==> src/rtl/miriscv_mdu.sv <==
// Iterative RISC-V M-extension unit: radix-2 shift-add multiplier and restoring divider.
// Optional macro MIRISCV_MDU_EARLY_OUT_EN lets trivial cases (b = 0, signed overflow) skip iteration.
module miriscv_mdu #(
  parameter int XLEN = 32
) (
  input  logic            clk_i,
  input  logic            rst_i,
  input  logic            mdu_req_i,
  input  logic [2:0]      mdu_op_i,
  input  logic [XLEN-1:0] mdu_port_a_i,
  input  logic [XLEN-1:0] mdu_port_b_i,
  input  logic            mdu_kill_i,
  output logic            mdu_ready_o,
  output logic            mdu_valid_o,
  output logic [XLEN-1:0] mdu_result_o
);

  localparam int            CW        = (XLEN > 1) ? $clog2(XLEN) : 1;
  localparam logic [CW-1:0] LAST_ITER = CW'(XLEN - 1);
  localparam logic [2:0]    OP_MUL    = 3'd0;
  localparam logic [2:0]    OP_MULH   = 3'd1;
  localparam logic [2:0]    OP_MULHU  = 3'd3;
  localparam logic [2:0]    OP_DIV    = 3'd4;
  localparam logic [2:0]    OP_REM    = 3'd6;

  typedef enum logic [1:0] {IDLE, MUL, DIV, DONE} state_t;

  state_t             r_state;
  state_t             w_state_next;
  logic [2:0]         r_op;
  logic [XLEN-1:0]    r_a;
  logic [XLEN-1:0]    r_b;
  logic [2*XLEN-1:0]  r_mcand;
  logic [2*XLEN-1:0]  r_acc;
  logic [CW-1:0]      r_cnt;
  logic [XLEN-1:0]    r_result;

  logic               w_accept;
  logic               w_early;
  logic               w_last;
  logic               w_in_div_signed;
  logic               w_mul_a_sext;
  logic [XLEN-1:0]    w_a_abs;
  logic [XLEN-1:0]    w_b_abs;
  logic [XLEN:0]      w_div_diff;
  logic [2*XLEN-1:0]  w_acc_step;
  logic [2*XLEN-1:0]  w_early_acc;
  logic [2:0]         w_res_op;
  logic [XLEN-1:0]    w_res_a;
  logic [XLEN-1:0]    w_res_b;
  logic [2*XLEN-1:0]  w_res_acc;
  logic [XLEN-1:0]    w_quo_raw;
  logic [XLEN-1:0]    w_rem_raw;
  logic [XLEN-1:0]    w_quo;
  logic [XLEN-1:0]    w_rem;
  logic [XLEN-1:0]    w_result;

  assign w_accept        = (r_state == IDLE) && mdu_req_i && !mdu_kill_i;
  assign w_last          = (r_cnt == LAST_ITER);
  assign w_in_div_signed = (mdu_op_i == OP_DIV) || (mdu_op_i == OP_REM);
  assign w_mul_a_sext    = mdu_port_a_i[XLEN-1] && (mdu_op_i != OP_MULHU);
  assign w_a_abs = (w_in_div_signed && mdu_port_a_i[XLEN-1]) ? -mdu_port_a_i : mdu_port_a_i;
  assign w_b_abs = (w_in_div_signed && mdu_port_b_i[XLEN-1]) ? -mdu_port_b_i : mdu_port_b_i;

`ifdef MIRISCV_MDU_EARLY_OUT_EN
  assign w_early = (mdu_port_b_i == '0) ||
                   (w_in_div_signed && (mdu_port_a_i == {1'b1, {(XLEN-1){1'b0}}}) &&
                    (mdu_port_b_i == '1));
`else
  assign w_early = 1'b0;
`endif

  // Raw accumulator that yields the right answer once fed through the sign/zero fix-up below
  assign w_early_acc = (mdu_port_b_i == '0) ? '0 : {{XLEN{1'b0}}, 1'b1, {(XLEN-1){1'b0}}};

  always_comb begin
    w_state_next = r_state;
    mdu_ready_o  = 1'b0;
    mdu_valid_o  = 1'b0;
    case (r_state)
      IDLE: begin
        mdu_ready_o = 1'b1;
        if (w_accept) w_state_next = w_early ? DONE : (mdu_op_i[2] ? DIV : MUL);
      end
      MUL, DIV: if (w_last) w_state_next = DONE;
      DONE: begin
        mdu_valid_o  = 1'b1;
        w_state_next = IDLE;
      end
      default: w_state_next = IDLE;
    endcase
    if (mdu_kill_i) w_state_next = IDLE;
  end

  always_ff @(posedge clk_i or posedge rst_i) begin
    if (rst_i) r_state <= IDLE;
    else       r_state <= w_state_next;
  end

  // One iteration step; the top multiplier bit carries negative weight for signed rs2
  always_comb begin
    w_acc_step = r_acc;
    w_div_diff = r_acc[2*XLEN-1:XLEN-1] - {1'b0, r_mcand[XLEN-1:0]};
    if (r_state == MUL) begin
      if (r_b[0]) begin
        w_acc_step = (w_last && ((r_op == OP_MUL) || (r_op == OP_MULH))) ?
                     r_acc - r_mcand : r_acc + r_mcand;
      end
    end else if (r_state == DIV) begin
      w_acc_step = w_div_diff[XLEN] ? {r_acc[2*XLEN-2:0], 1'b0}
                                    : {w_div_diff[XLEN-1:0], r_acc[XLEN-2:0], 1'b1};
    end
  end

  assign w_res_op  = (r_state == IDLE) ? mdu_op_i     : r_op;
  assign w_res_a   = (r_state == IDLE) ? mdu_port_a_i : r_a;
  assign w_res_b   = (r_state == IDLE) ? mdu_port_b_i : r_b;
  assign w_res_acc = (r_state == IDLE) ? w_early_acc  : w_acc_step;
  assign w_quo_raw = w_res_acc[XLEN-1:0];
  assign w_rem_raw = w_res_acc[2*XLEN-1:XLEN];

  always_comb begin
    w_quo = w_quo_raw;
    w_rem = w_rem_raw;
    if (w_res_b == '0) begin
      w_quo = '1;
      w_rem = w_res_a;
    end else if ((w_res_op == OP_DIV) || (w_res_op == OP_REM)) begin
      if (w_res_a[XLEN-1] ^ w_res_b[XLEN-1]) w_quo = -w_quo_raw;
      if (w_res_a[XLEN-1])                   w_rem = -w_rem_raw;
    end
    if (!w_res_op[2]) w_result = (w_res_op == OP_MUL) ? w_res_acc[XLEN-1:0] : w_res_acc[2*XLEN-1:XLEN];
    else              w_result = w_res_op[1] ? w_rem : w_quo;
  end

  always_ff @(posedge clk_i or posedge rst_i) begin
    if (rst_i) begin
      r_op     <= '0;
      r_a      <= '0;
      r_b      <= '0;
      r_mcand  <= '0;
      r_acc    <= '0;
      r_cnt    <= '0;
      r_result <= '0;
    end else begin
      if (w_accept) begin
        r_op  <= mdu_op_i;
        r_a   <= mdu_port_a_i;
        r_b   <= mdu_port_b_i;
        r_cnt <= '0;
        if (mdu_op_i[2]) begin
          r_acc   <= {{XLEN{1'b0}}, w_a_abs};
          r_mcand <= {{XLEN{1'b0}}, w_b_abs};
        end else begin
          r_acc   <= '0;
          r_mcand <= {{XLEN{w_mul_a_sext}}, mdu_port_a_i};
        end
      end else if ((r_state == MUL) || (r_state == DIV)) begin
        r_acc <= w_acc_step;
        r_cnt <= r_cnt + 1'b1;
        if (r_state == MUL) begin
          r_mcand <= r_mcand << 1;
          r_b     <= r_b >> 1;
        end
      end
      if ((w_state_next == DONE) && (r_state != DONE)) r_result <= w_result;
    end
  end

  assign mdu_result_o = r_result;

endmodule

==> config.mk <==
export PLATFORM = sky130hd
export DESIGN_NAME = miriscv_mdu
export DESIGN_NICKNAME = d
export VERILOG_FILES = /design/src/rtl/miriscv_mdu.sv
export SDC_FILE = /design/constraint.sdc
export NUM_CORES = 1
export LEC_CHECK = 0
export BUFFER_PORTS_ARGS = -buffer_cell sky130_fd_sc_hd__buf_2
export CAP_MARGIN = 10
export CORE_MARGIN = 3
export CORE_UTILIZATION = 50
export CTS_CLUSTER_DIAMETER = 40
export DETAILED_ROUTE_END_ITERATION = 8
export PLACE_DENSITY = 0.69
export REMOVE_ABC_BUFFERS = 1
export SKIP_LAST_GASP = 1
export SYNTH_ARGS = -nofsm -noshare
export SYNTH_HDL_FRONTEND = slang
export SYNTH_SLANG_ARGS = --single-unit
==> constraint.sdc <==
create_clock -name clk_i -period 8.1 [get_ports clk_i]
set_clock_uncertainty 0.2 [all_clocks]
set_input_delay 0.405 -clock clk_i [delete_from_list [all_inputs] [get_ports clk_i]]
set_output_delay 0.405 -clock clk_i [all_outputs]
set_load 0.01 [all_outputs]
Yosys cells after proc, flatten, opt, wreduce, memory -nomap -nowiden
Cells that the tools add are included. Widths: inputs -> output; s select.

Bits in registers: 234. Latch bits: 0. RAM bits: 0. Memory bits (read-only): 0. Input port bits: 71. Output and inout port bits: 34. Word-level logic and storage cells: 90. Memories: 0.

Add/sub/neg operators: 8. Multiply operators: 0. Div/mod/pow operators: 0. Order comparisons: 0. Equal/unequal tests: 12. Shift-type cells: 0. Mux-type cells: 40. Bitwise operators: 1. Reductions and logical operators: 21.

Operators by type and width (number): $mux 64 (12); $mux 32 (18); $neg 32->32 (4); $add 64x64->64 (1); $logic_not 32->1 (2); $sub 64x64->64 (1); $sub 33x32->33 (1); $eq 3x3->1 const B (4); $mux 5 (2); $mux 2 (4); $logic_and 1x1->1 (7); $eq 2x2->1 const B (3); $logic_not 3->1 (2); $pmux 2 s3 (1); $add 5x1->5 const B (1); $eq 5x5->1 const B (1); $logic_or 1x1->1 (4); $reduce_bool 2->1 (2); $eq 3x1->1 const B (1); $mux 3 (1); $ne 3x2->1 const B (1); $eq 2x1->1 const B (1); $logic_not 2->1 (1); $mux 1 (2); other kinds (5) (5).

Longest topological paths before layout
Word-level depth: 13. Mapped depth: 27. Mapped depth without buffers: 26.

Worst setup path after synthesis
No wires, ideal clock.

Path kind: flip-flop to flip-flop. From: register r_mcand[9]. To: register r_result[31] (netlist: mdu_result_o[31]). Setup time: 0.120 ns. Arrival time: 5.935 ns. Data required time: 7.780 ns. Slack: 1.845 ns. Cell stages (with the launch flop): 25. Path buffers: 1. Clock period less this slack: 6.255 ns. Path through: dfrtp_1 > or3_1 > or3_1 > nor3_1 > nand2_1 > or3_1 > nor2_1 > nand2_1 > o31ai_1 > xor2_1 > ha_1 > clkbuf_1 > nand2_1 > nor2_1 > nand2_1 > or3_1 > a31oi_1 > a211oi_1 > a311oi_1 > a21oi_1 > and3b_1 > a41oi_1 > o31ai_1 > or4_1 > o211a_1.

Word-level cells in the longest chain between the ends: 11. Elaborated cells on any way between the ends: 20. Those cells by class: 5 x add/sub; 15 x mux.

RTL lines: start: declaration (RTL line 33) `logic [2*XLEN-1:0] r_mcand;`; start signal: assignment (RTL line 153) `r_mcand <= {{XLEN{1'b0}}, w_b_abs};`; start signal: assignment (RTL line 156) `r_mcand <= {{XLEN{w_mul_a_sext}}, mdu_port_a_i};`; start signal: assignment (RTL line 162) `r_mcand <= r_mcand << 1;`; $add 64x64->64, or another cell as far along (RTL line 107) `r_acc - r_mcand : r_acc + r_mcand;`; $mux 64, on equally long branches (RTL line 106, 110); $mux 64, on equally long branches (RTL line 105, 109); $mux 64 * (RTL line 104) `if (r_state == MUL) begin`; $mux 64 * (RTL line 118) `assign w_res_acc = (r_state == IDLE) ? w_early_acc : w_acc_step;`; $neg 32->32, on equally long branches (RTL line 129, 130); $mux 32, on equally long branches (RTL line 129, 130); $mux 32 (RTL line 128) `end else if ((w_res_op == OP_DIV) || (w_res_op == OP_REM)) begin`; $mux 32 (RTL line 125) `if (w_res_b == '0) begin`; $mux 32 (RTL line 133) `else w_result = w_res_op[1] ? w_rem : w_quo;`; $mux 32 * (RTL line 132) `if (!w_res_op[2]) w_result = (w_res_op == OP_MUL) ? w_res_acc[XLEN-1:0] : w_res_acc[2*XLEN-1:XLEN];`; end signal: assignment (RTL line 166) `if ((w_state_next == DONE) && (r_state != DONE)) r_result <= w_result;`; end: declaration (RTL line 36) `logic [XLEN-1:0] r_result;`.

Mark *: on every way between the ends. The rest lies on a longest branch, timed or not. A chain may end at the register's enable or synchronous reset.

Final worst setup path
From: register r_mcand[28]. To: register r_result[31] (netlist: mdu_result_o[31]).

Same word-level chain as after synthesis.

==> impl_metrics.env <==
export IMPL_grt_util_met2_pct=70.0
export IMPL_power_frac_clock_pct=13.6
export IMPL_slew_viol_final=0
export IMPL_seq_power_share_pct=16.3
export IMPL_switching_share_pct=57.9
export IMPL_grtUsageTotal_pct=45.3
export IMPL_synth_largest_area_cell="dfrtp_1"
export IMPL_tightest_slew_ns=1.27
export IMPL_cts_sinks=234
export IMPL_finalCritPeriodShare_pct=96.1
export IMPL_switching_power_uw=9030
export IMPL_dp_slack_ns=0.634
export IMPL_synthTopCellsByArea="dfrtp_1 23%, nand2_1 6.6%, a21oi_1 6.0%"
export IMPL_numCtsBuffers=47
export IMPL_status="completed"
export IMPL_reg2reg_depth=20
export IMPL_cts_tree="done"
export IMPL_portBuffers=104
export IMPL_final_cell_mix="446 x nand2_1, 317 x nor2_1, 306 x a21oi_1"
export IMPL_clock_latency_ns=0.61
export IMPL_hp_start="mdu_kill_i"
export IMPL_fp_coreArea_sq_mm=0.0502
export IMPL_syn_area_sq_mm=0.0254
export IMPL_viasPerCell=7.13
export IMPL_syn_inst=3434
export IMPL_cp_start_kind="flop"
export IMPL_ir_drop_mv=0.241
export IMPL_hold_path_class="in2reg"
export IMPL_fp_row_count=82
export IMPL_async_flop_share_pct=100
export IMPL_grt_pass1_wl_um=184000
export IMPL_cts_setup_buffers=0
export IMPL_placed_area_sq_mm=0.0267
export IMPL_io_pins=105
export IMPL_whs_endpoint="r_state[1]$_DFF_PP0_"
export IMPL_antenna_found_initial=0
export IMPL_hpwl_um=95000
export IMPL_crit_path_end_kind="flop"
export IMPL_wl_um=126000
export IMPL_p_per_area_mw_per_mm2=536
export IMPL_finalWeightedCongestion=1.12
export IMPL_synth_top_cell_area_share_pct=23.0
export IMPL_maxCapViolations=0
export IMPL_wl_per_cell_um=29.6
export IMPL_first_global_vias=28400
export IMPL_drive_gt1_share_pct=11.4
export IMPL_r2r_setup_slack_ns=0.32
export IMPL_cp_data_arrival_time_ns=8.08
export IMPL_cts_root_buf="clkbuf_16"
export IMPL_worstPathRequired_ns=8.39
export IMPL_r2r_end="mdu_result_o[31]$_DFFE_PP0P_"
export IMPL_worst_slew_margin_rel_pct=14.3
export IMPL_setup_slack_ns=0.315
export IMPL_fin_area_sq_mm=0.0291
export IMPL_combPwrFrac_pct=70.1
export IMPL_start_util_pct=50.7
export IMPL_grt_busiest_layer="met2"
export IMPL_synth_edf_count=0
export IMPL_die_x_um=232
export IMPL_leakage_uw=0.0119
export IMPL_met3_usage_pct=12.2
export IMPL_drt_iter0_drc=4715
export IMPL_die_area_sq_mm=0.0536
export IMPL_vias=30300
export IMPL_post_route_util_pct=58.0
export IMPL_rsz0062_at_grt="no"
export IMPL_final_min_clock_period_ns=7.78
export IMPL_holdPathStages=4
export IMPL_antenna_left=0
export IMPL_max_freq_ghz=0.128
export IMPL_nNetsFinal=3710
export IMPL_hold_violations=0
export IMPL_grtUsageMet1_pct=56.9
export IMPL_seq_area_frac_synth_pct=23.0
export IMPL_cts_clk_slew_worst_paths_ns=0.06
export IMPL_synth_flop_cell="dfrtp_1"
export IMPL_avgSynthCellArea_sq_um=7.41
export IMPL_finalSetupViolations=0
export IMPL_overflow=0
export IMPL_clock_path_buffers=3
export IMPL_cts_max_level=2
export IMPL_intPower_uw=6560
export IMPL_drc=0
export IMPL_area_growth_pct=14.4
export IMPL_crit_type="reg2reg"
export IMPL_ys_seq_elements=234
export IMPL_mostFrequentLayoutCell="nand2_1"
export IMPL_die_y_um=232
export IMPL_dr_pass1_iters=6
export IMPL_path_max_fanout=10
export IMPL_ys_warn_count=0
export IMPL_grt_max_degree=99
export IMPL_synth_cell_types=118
export IMPL_timing_rr_start="r_mcand[28]$_DFFE_PP0P_"
-- worst max-delay path: stages, from the launching register on --
cell	delay (ns)
dfrtp_1	0.35
buf_4	0.17
nor4_1	1.06
nand2_1	0.33
nor4_1	0.66
a21oi_1	0.21
xnor2_1	0.25
ha_1	0.54
and4_1	0.37
nand2_1	0.15
or4_4	0.57
a21oi_4	0.22
nor3_1	0.15
or4_1	0.49
nand4_1	0.23
o2111a_1	0.47
a21oi_1	0.15
a41oi_1	0.32
o31ai_1	0.16
or4_1	0.47
o211a_1	0.13
-- per-stage QoR --
| stage | cells | power [uW] | TNS, ns | hold slack, ns |
|---|---|---|---|---|
| 3_3_place_gp | 4087 | 12700 | 0 | 0.257 |
| 6_report | 4243 | 15600 | 0 | 0.0403 |
| 4_1_cts | 4242 | 15000 | 0 | 0.0134 |
| 2_1_floorplan | 3203 | 8840 | -746.94 | 0.242 |
| 3_5_place_dp | 4087 | 12800 | 0 | 0.262 |
| 5_1_grt | 4242 | 16200 | 0 | 0.0698 |
-- sequential cells by signal (all words and copies together), names as in the netlist --
signal / count
r_acc: 64
mdu_result_o: 32
r_b: 32
r_op: 3
r_state: 2
r_cnt: 5
r_mcand: 64
r_a: 32
-- synth_stat cells, drive strengths merged, types with 10 or more instances --
cell type / n
o2111ai: 10
inv: 89
o21bai: 13
nor2b: 15
mux2i: 123
o31ai: 42
mux2: 17
a21oi: 317
a211oi: 48
clkbuf: 164
xor2: 81
o41ai: 16
or3: 40
a31oi: 49
o211ai: 66
nor2: 322
a21o: 30
a22oi: 18
nand3: 67
o22ai: 36
o211a: 10
nor4: 44
nand2: 446
a221oi: 25
nand4: 61
dfrtp: 234
o21ai: 299
o221ai: 19
or4: 17
buf: 67
nand2b: 17
a211o: 16
o31a: 11
or2: 19
and3: 24
ha: 106
nor3: 98
a221o: 13
and4: 13
xnor2: 134
and2: 32
o21a: 28
a41oi: 10
-- timing repair --
item	in CTS	in global routing
hold buffers	67	0
hold endpoints to repair	157	0
resized for setup	0	1
endpoints found under the setup margin	0	3
-- per-layer routing --
layer	up-vias	wire [um]
li1	13000	-
met1	14400	46900
met2	2355	53700
met3	560	15400
met4	0	9700
met5	-	0
-- cell type report --
class,instances,area [sq um]
Sequential cell,234,5860
Multi-Input combinational cell,2878,18400
Fill cell,4573,21100
Timing Repair Buffer,279,2000
Clock inverter,36,464
Tap cell,672,841
Antenna cell,1,2.50
Inverter,91,349
Clock buffer,52,1240
-- power groups by stage --
stage	clock network [uW]	registers (uW)	logic [uW]
floorplan	0	2170	6670
global placement	0	2470	10200
detailed placement	0	2480	10300
CTS	2120	2470	10400
global route	2170	2560	11500
finish	2120	2550	10900
-- logic make-up (layout without fill, tap and decap cells) --
logic type                 after synthesis  after routing  synth area share (%)
buffers and inverters                  322            458                  5.11
other                                    0              1                     0
DFF                                    234            234                  23.0
and+or+nand+nor                       1247           1247                  23.2
adders and majority gates              108            108                  5.37
AOI/OAI and AO/OA                     1168           1168                  30.3
muxes                                  140            140                  5.59
xor gates and xnor gates               215            215                  7.40
-- worst max path at each step --
stage	from	to	slack (ns)	cells after the start
6_report	r_mcand[28]$_DFFE_PP0P_	mdu_result_o[31]$_DFFE_PP0P_	0.32	20
5_1_grt	r_mcand[9]$_DFFE_PP0P_	mdu_result_o[29]$_DFFE_PP0P_	0.09	27
4_1_cts	r_mcand[9]$_DFFE_PP0P_	mdu_result_o[30]$_DFFE_PP0P_	0.61	24
3_5_place_dp	r_mcand[9]$_DFFE_PP0P_	mdu_result_o[30]$_DFFE_PP0P_	0.63	24
3_3_place_gp	r_mcand[9]$_DFFE_PP0P_	mdu_result_o[30]$_DFFE_PP0P_	0.72	26
2_1_floorplan	r_state[0]$_DFF_PP0_	mdu_result_o[21]$_DFFE_PP0P_	-6.26	12
No activity file was read; power rests on OpenSTA's default activity.
